### config.mk
export PLATFORM = sky130hd
export DESIGN_NAME = matrix_scan_ctrl
export DESIGN_NICKNAME = d
export VERILOG_FILES = /design/src/rtl/matrix_pkg.sv /design/src/rtl/matrix_frame_buffer.sv /design/src/rtl/matrix_scan_ctrl.sv
export SDC_FILE = /design/constraint.sdc
export NUM_CORES = 1
export LEC_CHECK = 0
export CAP_MARGIN = 20
export CORE_ASPECT_RATIO = 1.4
export CORE_MARGIN = 2
export CORE_UTILIZATION = 55
export DETAILED_ROUTE_END_ITERATION = 10
export PLACE_DENSITY = 0.77
export SYNTH_ARGS = -nofsm -noshare
export SYNTH_HDL_FRONTEND = slang
export SYNTH_SLANG_ARGS = --single-unit
### constraint.sdc
create_clock -name clk -period 1.99 [get_ports clk]
set_clock_uncertainty 0.15 [all_clocks]
set_input_delay 0.398 -clock clk [delete_from_list [all_inputs] [get_ports clk]]
set_output_delay 0.398 -clock clk [all_outputs]
set_load 0.01 [all_outputs]
### src/rtl/matrix_pkg.sv
`default_nettype none
// ============================================================================
// matrix_pkg : shared types and helpers for the 8x8 LED matrix scan controller
// Rev 1.0
// ============================================================================
package matrix_pkg;

    localparam int ROWS  = 8;
    localparam int COLS  = 8;
    localparam int ROW_W = 3;

    typedef enum logic [1:0] {
        ST_IDLE  = 2'd0,
        ST_BLANK = 2'd1,
        ST_DRIVE = 2'd2
    } state_t;

    function automatic logic [7:0] pin_off(input bit active_low);
        return active_low ? 8'hFF : 8'h00;
    endfunction

    // Converts a 1-means-asserted mask into pin levels for the given polarity.
    function automatic logic [7:0] pin_drive(input bit active_low, input logic [7:0] on_mask);
        return active_low ? ~on_mask : on_mask;
    endfunction

endpackage
`default_nettype wire

### src/rtl/matrix_frame_buffer.sv
`default_nettype none
// ============================================================================
// matrix_frame_buffer : two 8x8 pixel planes, one write port, one read port
// Rev 1.0
// ============================================================================
module matrix_frame_buffer
    import matrix_pkg::*;
(
    input  logic             clk,
    input  logic             rst_n,
    input  logic             i_wr_en,
    input  logic             i_wr_sel,
    input  logic [ROW_W-1:0] i_wr_row,
    input  logic [COLS-1:0]  i_wr_data,
    input  logic             i_rd_sel,
    input  logic [ROW_W-1:0] i_rd_row,
    output logic [COLS-1:0]  o_rd_data
);

    logic [COLS-1:0] r_mem [2][ROWS];

    always_ff @(posedge clk or negedge rst_n) begin
        if (!rst_n) begin
            for (int b = 0; b < 2; b++) begin
                for (int r = 0; r < ROWS; r++) begin
                    r_mem[b][r] <= '0;
                end
            end
        end else if (i_wr_en) begin
            r_mem[i_wr_sel][i_wr_row] <= i_wr_data;
        end
    end

    assign o_rd_data = r_mem[i_rd_sel][i_rd_row];

endmodule
`default_nettype wire

### src/rtl/matrix_scan_ctrl.sv
`default_nettype none
// ============================================================================
// matrix_scan_ctrl : blanked row-scan sequencer with tear-free double buffer
// Rev 1.0
// ============================================================================
module matrix_scan_ctrl
    import matrix_pkg::*;
#(
    parameter int DWELL_CYCLES   = 500,
    parameter int BLANK_CYCLES   = 25,
    parameter bit ROW_ACTIVE_LOW = 1'b1,
    parameter bit COL_ACTIVE_LOW = 1'b1
) (
    input  logic             clk,
    input  logic             rst_n,
    input  logic             i_enable,
    input  logic [2:0]       i_brightness,
    input  logic             i_wr_en,
    input  logic [ROW_W-1:0] i_wr_row,
    input  logic [COLS-1:0]  i_wr_data,
    input  logic             i_swap_req,
    output logic             o_swap_pending,
    output logic             o_swap_done,
    output logic             o_frame_start,
    output logic [ROW_W-1:0] o_row_idx,
    output logic [ROWS-1:0]  o_row_out,
    output logic [COLS-1:0]  o_col_out
);

    localparam int c_cnt_max = (DWELL_CYCLES > BLANK_CYCLES) ? DWELL_CYCLES : BLANK_CYCLES;
    localparam int c_cnt_w   = $clog2(c_cnt_max + 1);
    localparam logic [c_cnt_w-1:0] c_dwell_last = c_cnt_w'(DWELL_CYCLES - 1);
    localparam logic [c_cnt_w-1:0] c_blank_last = c_cnt_w'(BLANK_CYCLES - 1);
    localparam logic [ROW_W-1:0]   c_last_row   = ROW_W'(ROWS - 1);

    state_t             r_state;
    state_t             w_state_next;
    logic [c_cnt_w-1:0] r_cnt;
    logic [c_cnt_w-1:0] r_on_time;
    logic [c_cnt_w-1:0] w_on_time;
    logic [ROW_W-1:0]   r_row_idx;
    logic               r_front_sel;
    logic               r_swap_pending;
    logic [ROWS-1:0]    r_row_out;
    logic [COLS-1:0]    r_col_out;
    logic [COLS-1:0]    w_front_row;
    logic [ROWS-1:0]    w_row_mask;
    logic [ROWS-1:0]    w_row_next;
    logic [COLS-1:0]    w_col_next;
    logic               w_last_drive;
    logic               w_commit;
    logic               w_frame_start;

    matrix_frame_buffer u_fb (
        .clk       (clk),
        .rst_n     (rst_n),
        .i_wr_en   (i_wr_en),
        .i_wr_sel  (~r_front_sel),
        .i_wr_row  (i_wr_row),
        .i_wr_data (i_wr_data),
        .i_rd_sel  (r_front_sel),
        .i_rd_row  (r_row_idx),
        .o_rd_data (w_front_row)
    );

    assign w_last_drive = (r_state == ST_DRIVE) && (r_cnt == c_dwell_last);
    assign w_on_time    = c_cnt_w'(((int'(i_brightness) + 1) * DWELL_CYCLES) >> 3);

    // A request arriving on the commit cycle itself rides along with that commit.
    assign w_commit = ((r_state == ST_IDLE) && r_swap_pending) ||
                      (w_last_drive && (r_row_idx == c_last_row) && (r_swap_pending || i_swap_req));

    always_ff @(posedge clk or negedge rst_n) begin
        if (!rst_n) begin
            r_state <= ST_IDLE;
        end else begin
            r_state <= w_state_next;
        end
    end

    always_comb begin
        w_state_next = r_state;
        case (r_state)
            ST_IDLE: begin
                if (i_enable) w_state_next = ST_BLANK;
            end
            ST_BLANK: begin
                if (!i_enable)                  w_state_next = ST_IDLE;
                else if (r_cnt == c_blank_last) w_state_next = ST_DRIVE;
            end
            ST_DRIVE: begin
                if (!i_enable)         w_state_next = ST_IDLE;
                else if (w_last_drive) w_state_next = ST_BLANK;
            end
            default: w_state_next = ST_IDLE;
        endcase
    end

    always_comb begin
        w_frame_start = (r_state == ST_BLANK) && (r_cnt == '0) && (r_row_idx == '0);
        w_row_mask    = '0;
        w_row_mask[r_row_idx] = 1'b1;
        w_row_next    = pin_off(ROW_ACTIVE_LOW);
        w_col_next    = pin_off(COL_ACTIVE_LOW);
        // Gating on i_enable lets the pins go dark in the same cycle the FSM drops to IDLE.
        if (i_enable && (r_state == ST_DRIVE)) begin
            w_row_next = pin_drive(ROW_ACTIVE_LOW, w_row_mask);
            if (r_cnt < r_on_time) begin
                w_col_next = pin_drive(COL_ACTIVE_LOW, w_front_row);
            end
        end
    end

    always_ff @(posedge clk or negedge rst_n) begin
        if (!rst_n) begin
            r_cnt     <= '0;
            r_row_idx <= '0;
            r_on_time <= '0;
        end else begin
            if ((w_state_next != r_state) || (r_state == ST_IDLE)) r_cnt <= '0;
            else                                                    r_cnt <= r_cnt + 1'b1;

            if (w_state_next == ST_IDLE)                                r_row_idx <= '0;
            else if ((r_state == ST_DRIVE) && (w_state_next == ST_BLANK)) r_row_idx <= r_row_idx + 1'b1;

            if ((r_state == ST_BLANK) && (w_state_next == ST_DRIVE)) r_on_time <= w_on_time;
        end
    end

    always_ff @(posedge clk or negedge rst_n) begin
        if (!rst_n) begin
            r_front_sel    <= 1'b0;
            r_swap_pending <= 1'b0;
            r_row_out      <= pin_off(ROW_ACTIVE_LOW);
            r_col_out      <= pin_off(COL_ACTIVE_LOW);
        end else begin
            r_front_sel <= r_front_sel ^ w_commit;
            if (w_commit)        r_swap_pending <= 1'b0;
            else if (i_swap_req) r_swap_pending <= 1'b1;
            r_row_out <= w_row_next;
            r_col_out <= w_col_next;
        end
    end

    assign o_swap_pending = r_swap_pending;
    assign o_swap_done    = w_commit;
    assign o_frame_start  = w_frame_start;
    assign o_row_idx      = r_row_idx;
    assign o_row_out      = r_row_out;
    assign o_col_out      = r_col_out;

endmodule
`default_nettype wire

---- Yosys cells after proc, flatten, opt, wreduce, memory -nomap -nowiden ----
Cells that the tools add are included.
W data, S select, Z words.
operators by class
  muxes and demuxes ....................... 27
  add/subtract/negate cells ............... 3
  reduce and logical (&&, ||, !) cells .... 21
  multipliers ............................. 1
  equal/unequal tests ..................... 8
  $lt $le $gt $ge ......................... 9
  bitwise operators ....................... 8
operators with widths
  cell                    count
  $mux W64                4
  $bwmux W128             1
  $demux W64 S1           1
  $mux W8                 6
  $bmux W8 S3             1
  $demux W8 S3            1
  $not A8 Y8              2
  $logic_and A1 B1 Y1     12
  $mul A4 B7 Y10 const B  1
  $mux W2                 5
  $add A9 B1 Y9 const B   1
  $eq A9 B5 Y1 const B    1
  $eq A9 B9 Y1 const B    1
  $logic_not A9 Y1        1
  $lt A9 B9 Y1            1
  $mux W9                 1
  $ge A4 B4 Y1 const B    2
  $not A3 Y4              2
  $mux W3                 2
  $pmux W2 S3             1
  $add A3 B1 Y4 const B   1
  $eq A2 B1 Y1 const B    2
  $eq A2 B2 Y1 const B    2
  $ge A2 B2 Y1 const B    2
  16 further kinds        23
word-level totals
  logic and storage cells ................. 101
  input bits .............................. 19
  bits in registers ....................... 169
  output and inout bits ................... 22

---- Logic depth before layout (Yosys ltp) ----
Gate-level depths: netlist (run 1).
  depth in word-level cells ............... 10
  depth in mapped cells ................... 12
  mapped depth without buffers ............ 12

---- Cells and area by module ----
From an unflattened synthesis (run 1), not the netlist that was laid out.
second synthesis, totals
  cells, all modules ...................... 593
  area total of the unflattened synthesis .. 8286.7 µm²
modules (own cells, without submodules)
  module               area an instance (µm²)  cells an instance  sequential area each (µm²)  instances
  matrix_frame_buffer  5820.6                  364                3203.1                      1
  matrix_scan_ctrl     2466.1                  229                1046.0                      1

---- Worst setup path after synthesis (run 1) ----
No wires, ideal clock.
  path kind ............................... input to register
  start point ............................. input port i_brightness[0]
  end point ............................... register r_on_time[7]
  setup time .............................. 0.123 ns
  path buffers ............................ 0
  arrival time ............................ 3.195 ns
  data required time ...................... 1.717 ns
  stages .................................. 12
  path slack .............................. -1.478 ns
  cells stage by stage .................... ha_1 -> xor2_1 -> inv_1 -> fa_1 -> fa_1 -> inv_1 -> ha_1 -> o21ai_0 -> o21ba_2 -> o31ai_1 -> xor2_1 -> o21ai_1
between the ends
  cells in the longest elaborated chain, start to end .. 2
RTL lines
  what                  RTL line                 RTL
  start, declared       matrix_scan_ctrl.sv:17   input logic [2:0] i_brightness,
  $add A3 B1 Y4         matrix_scan_ctrl.sv:67   assign w_on_time = c_cnt_w'(((int'(i_brightness) + 1) * DWELL_CYCLES) >> 3);
  $mul A4 B7 Y10        matrix_scan_ctrl.sv:67
  end signal, assigned  matrix_scan_ctrl.sv:126  if ((r_state == ST_BLANK) && (w_state_next == ST_DRIVE)) r_on_time <= w_on_time;
  end, declared         matrix_scan_ctrl.sv:39   logic [c_cnt_w-1:0] r_on_time;
Every way passes these cells.
A chain may end at the register's enable or synchronous reset.

---- Worst setup path in the final report (run 1) ----
  start point ............................. input port i_brightness[1]
  end point ............................... register r_on_time[6]
The elaborated chain is that of the path after synthesis.

==> impl_metrics.csv, run 1 <==
group,metric,value,unit
drt,drc,0,
drt,finalWirelength,19.4,mm
critical_path,crit_chain,"buf_8 > ha_4 > xor2_4 > buf_6 > ha_4 > inv_2 > fa_1 > buf_4 > fa_2 > nand2b_1 > a21oi_4 > buf_4 > xnor2_1 > nor2_1 > a21oi_2",
sta,finalSetupViolCount,30,
sta,holdWs,268,ps
drt,antenna_left,0,
die,start_util,0.565,
global_route,grt_pass1_vias,6072,
critical_path,start_kind,"input port",
logic_synthesis,synth_seq_cells,169,
logic_synthesis,ys.flop_type,"dfrtp_1",
sta,slew_violations,0,
critical_path,criticalPathCategory,"input port to flip-flop",
run_status,violations,"setup timing",
sta,fin_tns_setup,-8570,ps
die,die_area,16000,um^2
critical_path,r2r_slack,-370,ps
layout,antennaDiodeCount,0,
global_route,gr-usage-all-layers,0.254,
layout,layout.nets,778,
drt,detail_route.wl_per_cell,21.0,um
clock_tree,clockBufferDepth,2,
critical_path,cp-startpoint,"i_brightness[1]",
critical_path,cp_max_fo,2,
global_route,grt_busiest_layer,"met2",
placement,dp_hpwl,12.8,mm
die,ios,41,
sta,setup_ws,-779,ps
logic_synthesis,seq_area_frac_synth,0.516,
die,die_w,107,um
global_route,overflow,0,
placement,placed_cells,873,
clock_tree,clk_pin_slew_worst_paths,70,ps
global_route,grt_pass1_wl,30.8,mm
logic_synthesis,synth_area_leader_cell,"dfrtp_1",
global_route,met1_usage,0.282,
logic_synthesis,yosys-top-cells-area,"dfrtp_1 (46%), mux2_2 (17%), mux4_2 (8.7%)",
logic_synthesis,synth-edff-count,0,
critical_path,arrival,3000,ps
pwr,p_leak,0.00463,uW
critical_path,r2r-start,"r_cnt[1]",
logic_synthesis,synth.distinct_cells,56,
hold_path,hp-class,"input port to asynchronous set/reset pin",
global_route,use_met3,0.0524,
pwr,power.density,1220,nW/um^2
clock_tree,cts.sinks,169,
drt,drt-initial-drc-count,203,
placement,place_congestion,0.853,
sta,rsz0062_at_grt,"true",
critical_path,r2r_cells,10,
sta,min_period,2770,ps
die,floorplan.core_area,14600,um^2
logic_synthesis,synth_area,8240,um^2
drt,routed_via_density,5.80,
sta,timing.final.crit_share,1.39,
sta,max-slew-margin-rel,0.605,
placement,port_buffers,40,
clock_tree,cts-root-buf,"clkbuf_16",
drt,drtPass1Iterations,5,
pwr,peakVddDrop,0.000875,V
logic_synthesis,synth_top_area_frac,0.465,
drt,via_count,5380,
critical_path,slowest_stage,"fa_1",
sta,hold_viol_final,0,
critical_path,worstSetupEndpointType,"flip-flop",
sta,worst_pin_slew,591,ps
layout,final_cells,927,
layout,drive_gt1_frac,0.538,
critical_path,critPathRequiredTime,2220,ps
layout,final_common_cell,"dfrtp_1",
critical_path,rr_endpoint,"r_on_time[5]",
run_status,status,"finished with violations",
clock_tree,h-tree-depth,4,
global_route,grt_max_degree,52,
sta,clock.fmax,361,MHz
placement,dp_slack,-1790,ps
critical_path,slowest_delay,450,ps
global_route,use_met2,0.467,
layout,mostFrequentLayoutCells,"dfrtp_1 (152), mux2_2 (114), buf_4 (75)",
layout,area_delta_synth_final,30.6,%
logic_synthesis,syn_area_per_cell,14.2,um^2
die,die_y,149,um
die,rows,52,
logic_synthesis,ys_async_sr_fraction,1.00,
clock_tree,cts_made_buffers,17,
logic_synthesis,synthesis.nets,635,
clock_tree,cts_tree,"done",
logic_synthesis,postSynthCellCount,582,
job,max-cap-violations,0,
logic_synthesis,synth_warnings,0,
global_route,antenna_found_initial,0,
clock_tree,clk_latency,450,ps
==> where the power goes <==
| part | total [uW] | internal [uW] | switching [uW] | leakage [uW] |
|---|---|---|---|---|
| Combinational | 4230 | 2710 | 1520 | 0.00227 |
| Clock | 3400 | 1900 | 1510 | 0.000298 |
| Sequential | 5480 | 4750 | 732 | 0.00206 |
==> routing by layer <==
metal	wire, um	vias to the layer above
met5	0	-
met4	607	0
met3	526	50
met2	10900	106
met1	7430	2838
li1	-	2386
==> Yosys cell counts (4+ instances only) <==
library cell  number
inv_1             29
xor2_1             6
a21oi_1            5
dfrtp_1          153
buf_2              9
nand3b_1           4
mux4_2            32
clkbuf_1           9
nor2_1            22
nand2b_1           8
a221o_1            8
nor2b_1            6
a22o_1            10
ha_1              27
mux2_2           127
dfstp_2           16
fa_1               7
xnor2_1            8
nand2_1           32
nor2_2             9
==> final cells by class <==
class	instances	area, um^2
flip-flops and latches	169	4250
multi-input cells	362	4150
fillers	880	3820
repair buffers	146	1400
clock buffers	17	425
well taps	189	236
clock inverters	15	179
inverters	29	109
==> critical path, delay by kind of cell <==
kind,cells,cell delay (ps)
AO/OA/AOI/OAI,2,270
XOR/XNOR,2,300
adder cells (fa/ha/maj),4,1210
buffers and inverters,5,530
AND/OR/NAND/NOR,2,290
==> metrics by stage <==
stage / util / instance area (um^2) / power [uW]
after CTS: 0.721 / 10500 / 12900
after floorplan: - / 8340 / 8140
after global placement: 0.660 / 9620 / 8980
after global routing: 0.738 / 10800 / 13700
final: 0.738 / 10800 / 13100
after detailed placement: 0.660 / 9620 / 9270
==> cells by family after synthesis <==
kind of cell | Yosys count | share of synthesized area
multiplexers | 162 | 0.266
AO/OA/AOI/OAI | 46 | 0.0444
buffers and inverters | 53 | 0.0296
flip-flops | 169 | 0.516
adder cells (fa/ha/maj) | 34 | 0.0580
AND/OR/NAND/NOR | 104 | 0.0711
XOR/XNOR | 14 | 0.0149
==> worst max-delay path by stage <==
stage          slack [ps]           end  depth (start not counted)
2_1_floorplan       -1140  r_on_time[7]                         12
3_3_place_gp        -1670  r_on_time[7]                         13
3_5_place_dp        -1790  r_on_time[7]                         13
4_1_cts              -690  r_on_time[7]                         14
5_1_grt              -860  r_on_time[7]                         13
6_report             -780  r_on_time[6]                         15
==> repair_timing <==
| item | in CTS | in global routing |
|---|---|---|
| gates resized for setup | 82 | 49 |
| cloned | 2 | 1 |
| endpoints found under the hold margin | 30 | 0 |
| pin swaps | 31 | 22 |
| hold buffers | 1 | 0 |
| buffers inserted | 14 | 12 |
| endpoints found under the setup margin | 57 | 44 |
==> flip-flops by register name, indices dropped and copies added (netlist names) <==
signal and count:
o_col_out 8, o_row_idx 3, o_row_out 8, o_swap_pending 1
r_cnt 9, r_front_sel 1, r_on_time 9, r_state 2
u_fb.r_mem 128
Note: power is estimated with default switching activity, not from simulation.
==> inputs of run 2 (changes only) <==
--- a/config.mk
+++ b/config.mk
@@ -10,7 +10,9 @@
 export CORE_MARGIN = 2
 export CORE_UTILIZATION = 55
 export DETAILED_ROUTE_END_ITERATION = 10
+export GPL_ROUTABILITY_DRIVEN = 0
 export PLACE_DENSITY = 0.77
+export SKIP_LAST_GASP = 1
 export SYNTH_ARGS = -nofsm -noshare
 export SYNTH_HDL_FRONTEND = slang
 export SYNTH_SLANG_ARGS = --single-unit
==> run 2 against run 1 <==
Compared with the run above: the run still ends with setup timing left; worst hold slack got worse by 49 ps; die area is the same; combinational power grew 5.0%; via count fell by 0.22%; first-iteration DRC count increased by 58%; critical path type unchanged; largest cell class unchanged.
==> impl_metrics.csv, run 2 (synthesis gave the netlist of run 1 again) <==
group,metric,value,unit
critical_path,r2r_slack,-350,ps
global_route,overflow,0,
run_status,violations,"setup timing",
global_route,gr-usage-all-layers,0.246,
layout,layout.nets,777,
drt,drt-initial-drc-count,321,
drt,antenna_left,0,
die,floorplan.core_area,14600,um^2
critical_path,start_kind,"input port",
layout,drive_gt1_frac,0.537,
global_route,grt_pass1_vias,5811,
drt,drtPass1Iterations,4,
sta,timing.final.crit_share,1.41,
die,start_util,0.565,
drt,detail_route.wl_per_cell,20.5,um
sta,max-slew-margin-rel,0.605,
drt,finalWirelength,19.0,mm
critical_path,criticalPathCategory,"input port to flip-flop",
layout,final_cells,926,
global_route,antenna_found_initial,0,
drt,via_count,5368,
sta,clock.fmax,355,MHz
clock_tree,cts.sinks,169,
run_status,status,"finished with violations",
clock_tree,h-tree-depth,4,
critical_path,critPathRequiredTime,2150,ps
clock_tree,cts-root-buf,"clkbuf_16",
sta,min_period,2810,ps
sta,finalSetupViolCount,39,
layout,top_regs,"u_fb.r_mem (128), r_cnt (9), r_on_time (9)",
critical_path,arrival,2970,ps
sta,setup_ws,-825,ps
placement,dp_slack,-1790,ps
sta,slew_violations,0,
clock_tree,clockBufferDepth,2,
global_route,grt_max_degree,67,
die,die_w,107,um
critical_path,r2r-start,"r_cnt[1]",
clock_tree,clk_latency,420,ps
die,die_y,149,um
drt,routed_via_density,5.80,
die,ios,41,
critical_path,rr_endpoint,"r_on_time[1]",
sta,rsz0062_at_grt,"true",
placement,placed_cells,866,
layout,mostFrequentLayoutCells,"dfrtp_1 (152), mux2_2 (127), buf_4 (73)",
clock_tree,cts_made_buffers,17,
placement,dp_hpwl,12.3,mm
global_route,grt_pass1_wl,29.7,mm
critical_path,cp-startpoint,"i_brightness[1]",
clock_tree,clk_pin_slew_worst_paths,70,ps
drt,drc,0,
pwr,p_leak,0.00464,uW
critical_path,cp_max_fo,3,
critical_path,worstSetupEndpointType,"flip-flop",
layout,area_delta_synth_final,29.5,%
sta,worst_pin_slew,591,ps
layout,largest_reg_flops,128,
placement,port_buffers,40,
layout,antennaDiodeCount,0,
die,die_area,16000,um^2
pwr,power.density,1220,nW/um^2
critical_path,r2r_cells,8,
clock_tree,cts_tree,"done",
critical_path,critical_path.endpoint,"r_on_time[7]",
die,rows,52,
hold_path,hp-class,"input port to asynchronous set/reset pin",
layout,largest_register,"u_fb.r_mem",
job,max-cap-violations,0,
layout,final_common_cell,"dfrtp_1",
pwr,peakVddDrop,0.000580,V
sta,hold_viol_final,0,
==> run 2: cell count changes in the layout (fill, tap and decap cells not counted), moves of 3 or more <==
cell	change
mux2_2	+13
clkinv_2	+4
mux2_4	-13
clkinv_4	-3
nand2_2	+3
nand2_1	-5
==> run 2: cell type report <==
class / count / area (um^2)
clock buffers: 17 / 425
clock inverters: 15 / 136
fillers: 900 / 3910
inverters: 29 / 109
multi-input cells: 361 / 4060
flip-flops and latches: 169 / 4250
well taps: 189 / 236
repair buffers: 146 / 1450
==> run 2: per-layer routing <==
layer	vias to the layer above	share of wire	GRT usage
met5	-	0	0
met4	0	0.019	0.0795
met3	30	0.023	0.0454
met2	108	0.58	0.466
met1	2841	0.38	0.275
li1	2389	-	-
==> run 2: through the flow <==
step	hold WS (ps)	util	total power [uW]	TNS (ps)	instance area, um^2
finish	219	0.732	13000	-8020	10700
global route	226	0.732	13700	-11310	10700
CTS	217	0.711	12600	-7640	10400
detailed placement	86.7	0.656	9200	-33560	9560
global placement	87.4	0.656	8930	-27490	9560
floorplan	-47.6	-	8140	-5190	8340
==> run 2: what timing repair did <==
action,4_1_cts,5_1_grt
buffers inserted,12,13
endpoints found under the setup margin,48,30
resized for setup,77,37
cloned,1,3
hold buffers,1,0
endpoints found under the hold margin,159,0
pin swaps,40,23
==> run 2: power breakdown <==
group	switching [uW]	internal, uW
Clock	1410	1740
Combinational	1630	2810
Sequential	706	4750
==> run 2: worst min-delay path by stage <==
stage,from,end,slack [ps],cells past startpoint
after global placement,rst_n,o_row_idx[0],90,1
after global routing,rst_n,r_state[1],230,2
after detailed placement,rst_n,o_row_idx[0],90,1
after floorplan,rst_n,o_row_idx[0],-50,0
after CTS,rst_n,o_row_idx[0],220,2
final,rst_n,r_state[1],220,2
==> run 2: worst max-delay path, cell delays in order <==
cell and delay (ps):
buf_6 100, ha_4 160, xor2_4 150, inv_2 60, fa_2 560, fa_1 430, inv_2 80, ha_4 210
o21ai_2 140, o21ba_4 180, o31ai_4 220, xor2_1 180, o21ai_1 90
==> inputs of run 3 (changes only) <==
--- a/config.mk
+++ b/config.mk
@@ -5,13 +5,15 @@
 export SDC_FILE = /design/constraint.sdc
 export NUM_CORES = 1
 export LEC_CHECK = 0
+export ABC_AREA = 1
 export CAP_MARGIN = 20
 export CORE_ASPECT_RATIO = 1.4
 export CORE_MARGIN = 2
 export CORE_UTILIZATION = 55
+export CTS_CLUSTER_DIAMETER = 40
 export DETAILED_ROUTE_END_ITERATION = 10
 export GPL_ROUTABILITY_DRIVEN = 0
-export PLACE_DENSITY = 0.77
+export PLACE_DENSITY = 0.87
 export SKIP_LAST_GASP = 1
 export SYNTH_ARGS = -nofsm -noshare
 export SYNTH_HDL_FRONTEND = slang
==> run 3 against run 2 <==
Compared with the run above: the flow still finishes with violations (setup timing); total power fell by 8.3%; clock power up 6%; area after synthesis grew 1.8%; die area grew 1.8%; fmax increased by 7.2%.
==> impl_metrics.csv, run 3 <==
group,metric,value,unit
run_status,status,"finished with violations",
run_status,violations,"setup timing",
sta,timing.final.crit_share,1.32,
global_route,overflow,0,
sta,rsz0062_at_grt,"true",
hold_path,hold_start,"r_on_time[8]",
logic_synthesis,synth_seq_cells,169,
die,die_y,150,um
drt,drc,0,
critical_path,start_kind,"input port",
hold_path,hold_depth,2,
logic_synthesis,synth-edff-count,0,
critical_path,cp_max_fo,3,
layout,largest_register,"u_fb.r_mem",
die,rows,53,
layout,top_regs,"u_fb.r_mem (128), r_cnt (9), r_on_time (9)",
sta,setup_ws,-634,ps
pwr,power.density,1130,nW/um^2
logic_synthesis,synthTopCellsByCount,"nand2_1 (274), dfrtp_1 (153), o21ai_0 (150), inv_1 (90), nand3_1 (70)",
critical_path,r2r_cells,11,
global_route,grt_pass1_wl,38.7,mm
placement,dp_slack,-1550,ps
clock_tree,clockBufferDepth,2,
drt,finalWirelength,24.3,mm
logic_synthesis,syn_area_per_cell,8.22,um^2
critical_path,r2r_slack,50,ps
job,max-cap-violations,0,
drt,via_count,7815,
die,ios,41,
clock_tree,cts.sinks,169,
die,floorplan.core_area,15000,um^2
sta,hold_viol_final,0,
logic_synthesis,ys.flop_type,"dfrtp_1",
sta,max-slew-margin-rel,0.585,
critical_path,arrival,2800,ps
die,die_area,16300,um^2
sta,worst_pin_slew,616,ps
global_route,grt_pass1_vias,7887,
pwr,p_total,12000,uW
placement,port_buffers,40,
sta,holdWs,339,ps
clock_tree,cts-root-buf,"clkbuf_16",
logic_synthesis,synth_top_area_frac,0.456,
clock_tree,cts_tree,"done",
sta,clock.fmax,381,MHz
critical_path,rr_endpoint,"r_on_time[6]",
layout,antennaDiodeCount,0,
layout,area_delta_synth_final,26.1,%
layout,largest_reg_flops,128,
logic_synthesis,synthesis.nets,1073,
logic_synthesis,synth_area_leader_cell,"dfrtp_1",
drt,drtPass1Iterations,5,
drt,wl_met3,1.70,mm
placement,dp_hpwl,15.3,mm
hold_path,min_to,"r_on_time[8]",
logic_synthesis,ys_async_sr_fraction,1.00,
critical_path,criticalPathCategory,"input port to flip-flop",
global_route,antenna_found_initial,0,
logic_synthesis,postSynthCellCount,1020,
sta,finalSetupViolCount,8,
clock_tree,h-tree-depth,4,
drt,detail_route.wl_per_cell,18.1,um
layout,final_common_cell,"nand2_1",
critical_path,critPathRequiredTime,2170,ps
logic_synthesis,synth.distinct_cells,35,
logic_synthesis,seq_area_frac_synth,0.507,
drt,drt-initial-drc-count,750,
global_route,gr-usage-all-layers,0.312,
drt,met1_length,8.36,mm
logic_synthesis,synth_warnings,0,
drt,antenna_left,0,
logic_synthesis,synth_most_common_cell,"nand2_1",
clock_tree,cts_made_buffers,17,
die,start_util,0.560,
placement,placed_cells,1300,
clock_tree,clk_pin_slew_worst_paths,70,ps
drt,routed-wl-met2,12.6,mm
logic_synthesis,yosys-top-cells-area,"dfrtp_1 (46%), nand2_1 (12%), o21ai_0 (8.9%)",
layout,final_util,0.706,
sta,slew_violations,0,
drt,routed_via_density,5.81,
layout,fillers,1014,
die,die_w,108,um
pwr,peakVddDrop,0.000648,V
pwr,p_leak,0.00506,uW
clock_tree,clk_latency,430,ps
global_route,grt_max_degree,76,
layout,drive_gt1_frac,0.181,
critical_path,worstSetupEndpointType,"flip-flop",
layout,final_cells,1344,
logic_synthesis,synth_area,8390,um^2
critical_path,r2r-start,"r_cnt[0]",
layout,layout.nets,1192,
drt,top_layer,"met4",
sta,min_period,2620,ps
hold_path,hp-class,"flip-flop to flip-flop",
layout,mostFrequentLayoutCells,"nand2_1 (271), dfrtp_1 (152), o21ai_0 (145)",
[run 3: cell count changes in the layout (fill, tap and decap cells not counted), sizes merged, moves of 10 or more]
cell,change
a21oi,+60
o21ai,+145
mux2,-130
nand2,+242
a22o,-10
nand3,+65
nor2,+36
mux4,-32
inv,+67
[run 3: where the power goes]
part / switching, uW / total (uW) / internal, uW / leakage (uW)
logic: 2020 / 3380 / 1360 / 0.00269
registers: 638 / 5250 / 4610 / 0.00208
clock network: 1540 / 3340 / 1800 / 0.000290
total: 4200 / 12000 / 7770 / 0.00506
[run 3: repair_timing]
action                     4_1_cts  5_1_grt
pin swaps                       20       17
setup endpoints to repair       36       17
hold buffers                     1        0
resized for setup               58       22
buffers inserted                 6        6
hold endpoints to repair        41        0
[run 3: cells by family after synthesis]
family / count (synthesis) / share of synthesized area
simple gates: 432 / 0.215
compound gates: 229 / 0.139
flops: 169 / 0.507
buf+inv: 144 / 0.0698
fa+ha+maj: 34 / 0.0570
xor+xnor: 12 / 0.0125
[run 3: metrics by stage]
stage | TNS [ps] | area [um^2]
global placement | -10840 | 9780
floorplan | -4340 | 8460
global route | -4350 | 10600
detailed placement | -11850 | 9780
CTS | -3530 | 10500
finish | -3610 | 10600
[run 3: metal layers]
metal / vias up / GRT usage
li1: 3546 / -
met1: 3725 / 0.340
met2: 415 / 0.531
met3: 129 / 0.0645
met4: 0 / 0.237
met5: - / 0
[run 3: area by class of cell]
type                       instances  area (um^2)  area share
tap                              192          240      0.0227
sequential                       169         4250       0.402
multi-input combinational        707         3730       0.353
inverter                          96          365      0.0345
clock inverter                    15          178      0.0168
timing repair buffer             148         1390       0.131
clock buffer                      17          425      0.0402
[run 3: how the worst max path moves through the flow]
stage	endpoint	slack (ps)	startpoint
2_1_floorplan	r_on_time[6]	-830	i_brightness[1]
3_3_place_gp	r_on_time[8]	-1430	i_brightness[0]
3_5_place_dp	r_on_time[8]	-1550	i_brightness[0]
4_1_cts	r_on_time[7]	-650	i_brightness[0]
5_1_grt	r_on_time[7]	-730	i_brightness[1]
6_report	r_on_time[8]	-630	i_brightness[0]
[run 3: critical path: stages]
cell	delay [ps]
buf_8	100
ha_4	160
xnor2_4	170
fa_2	510
fa_1	540
inv_2	50
ha_4	300
nand2_2	80
inv_1	50
nand4_1	120
nand3_1	150
nand2_1	60
nand3_1	60
nand2_1	50
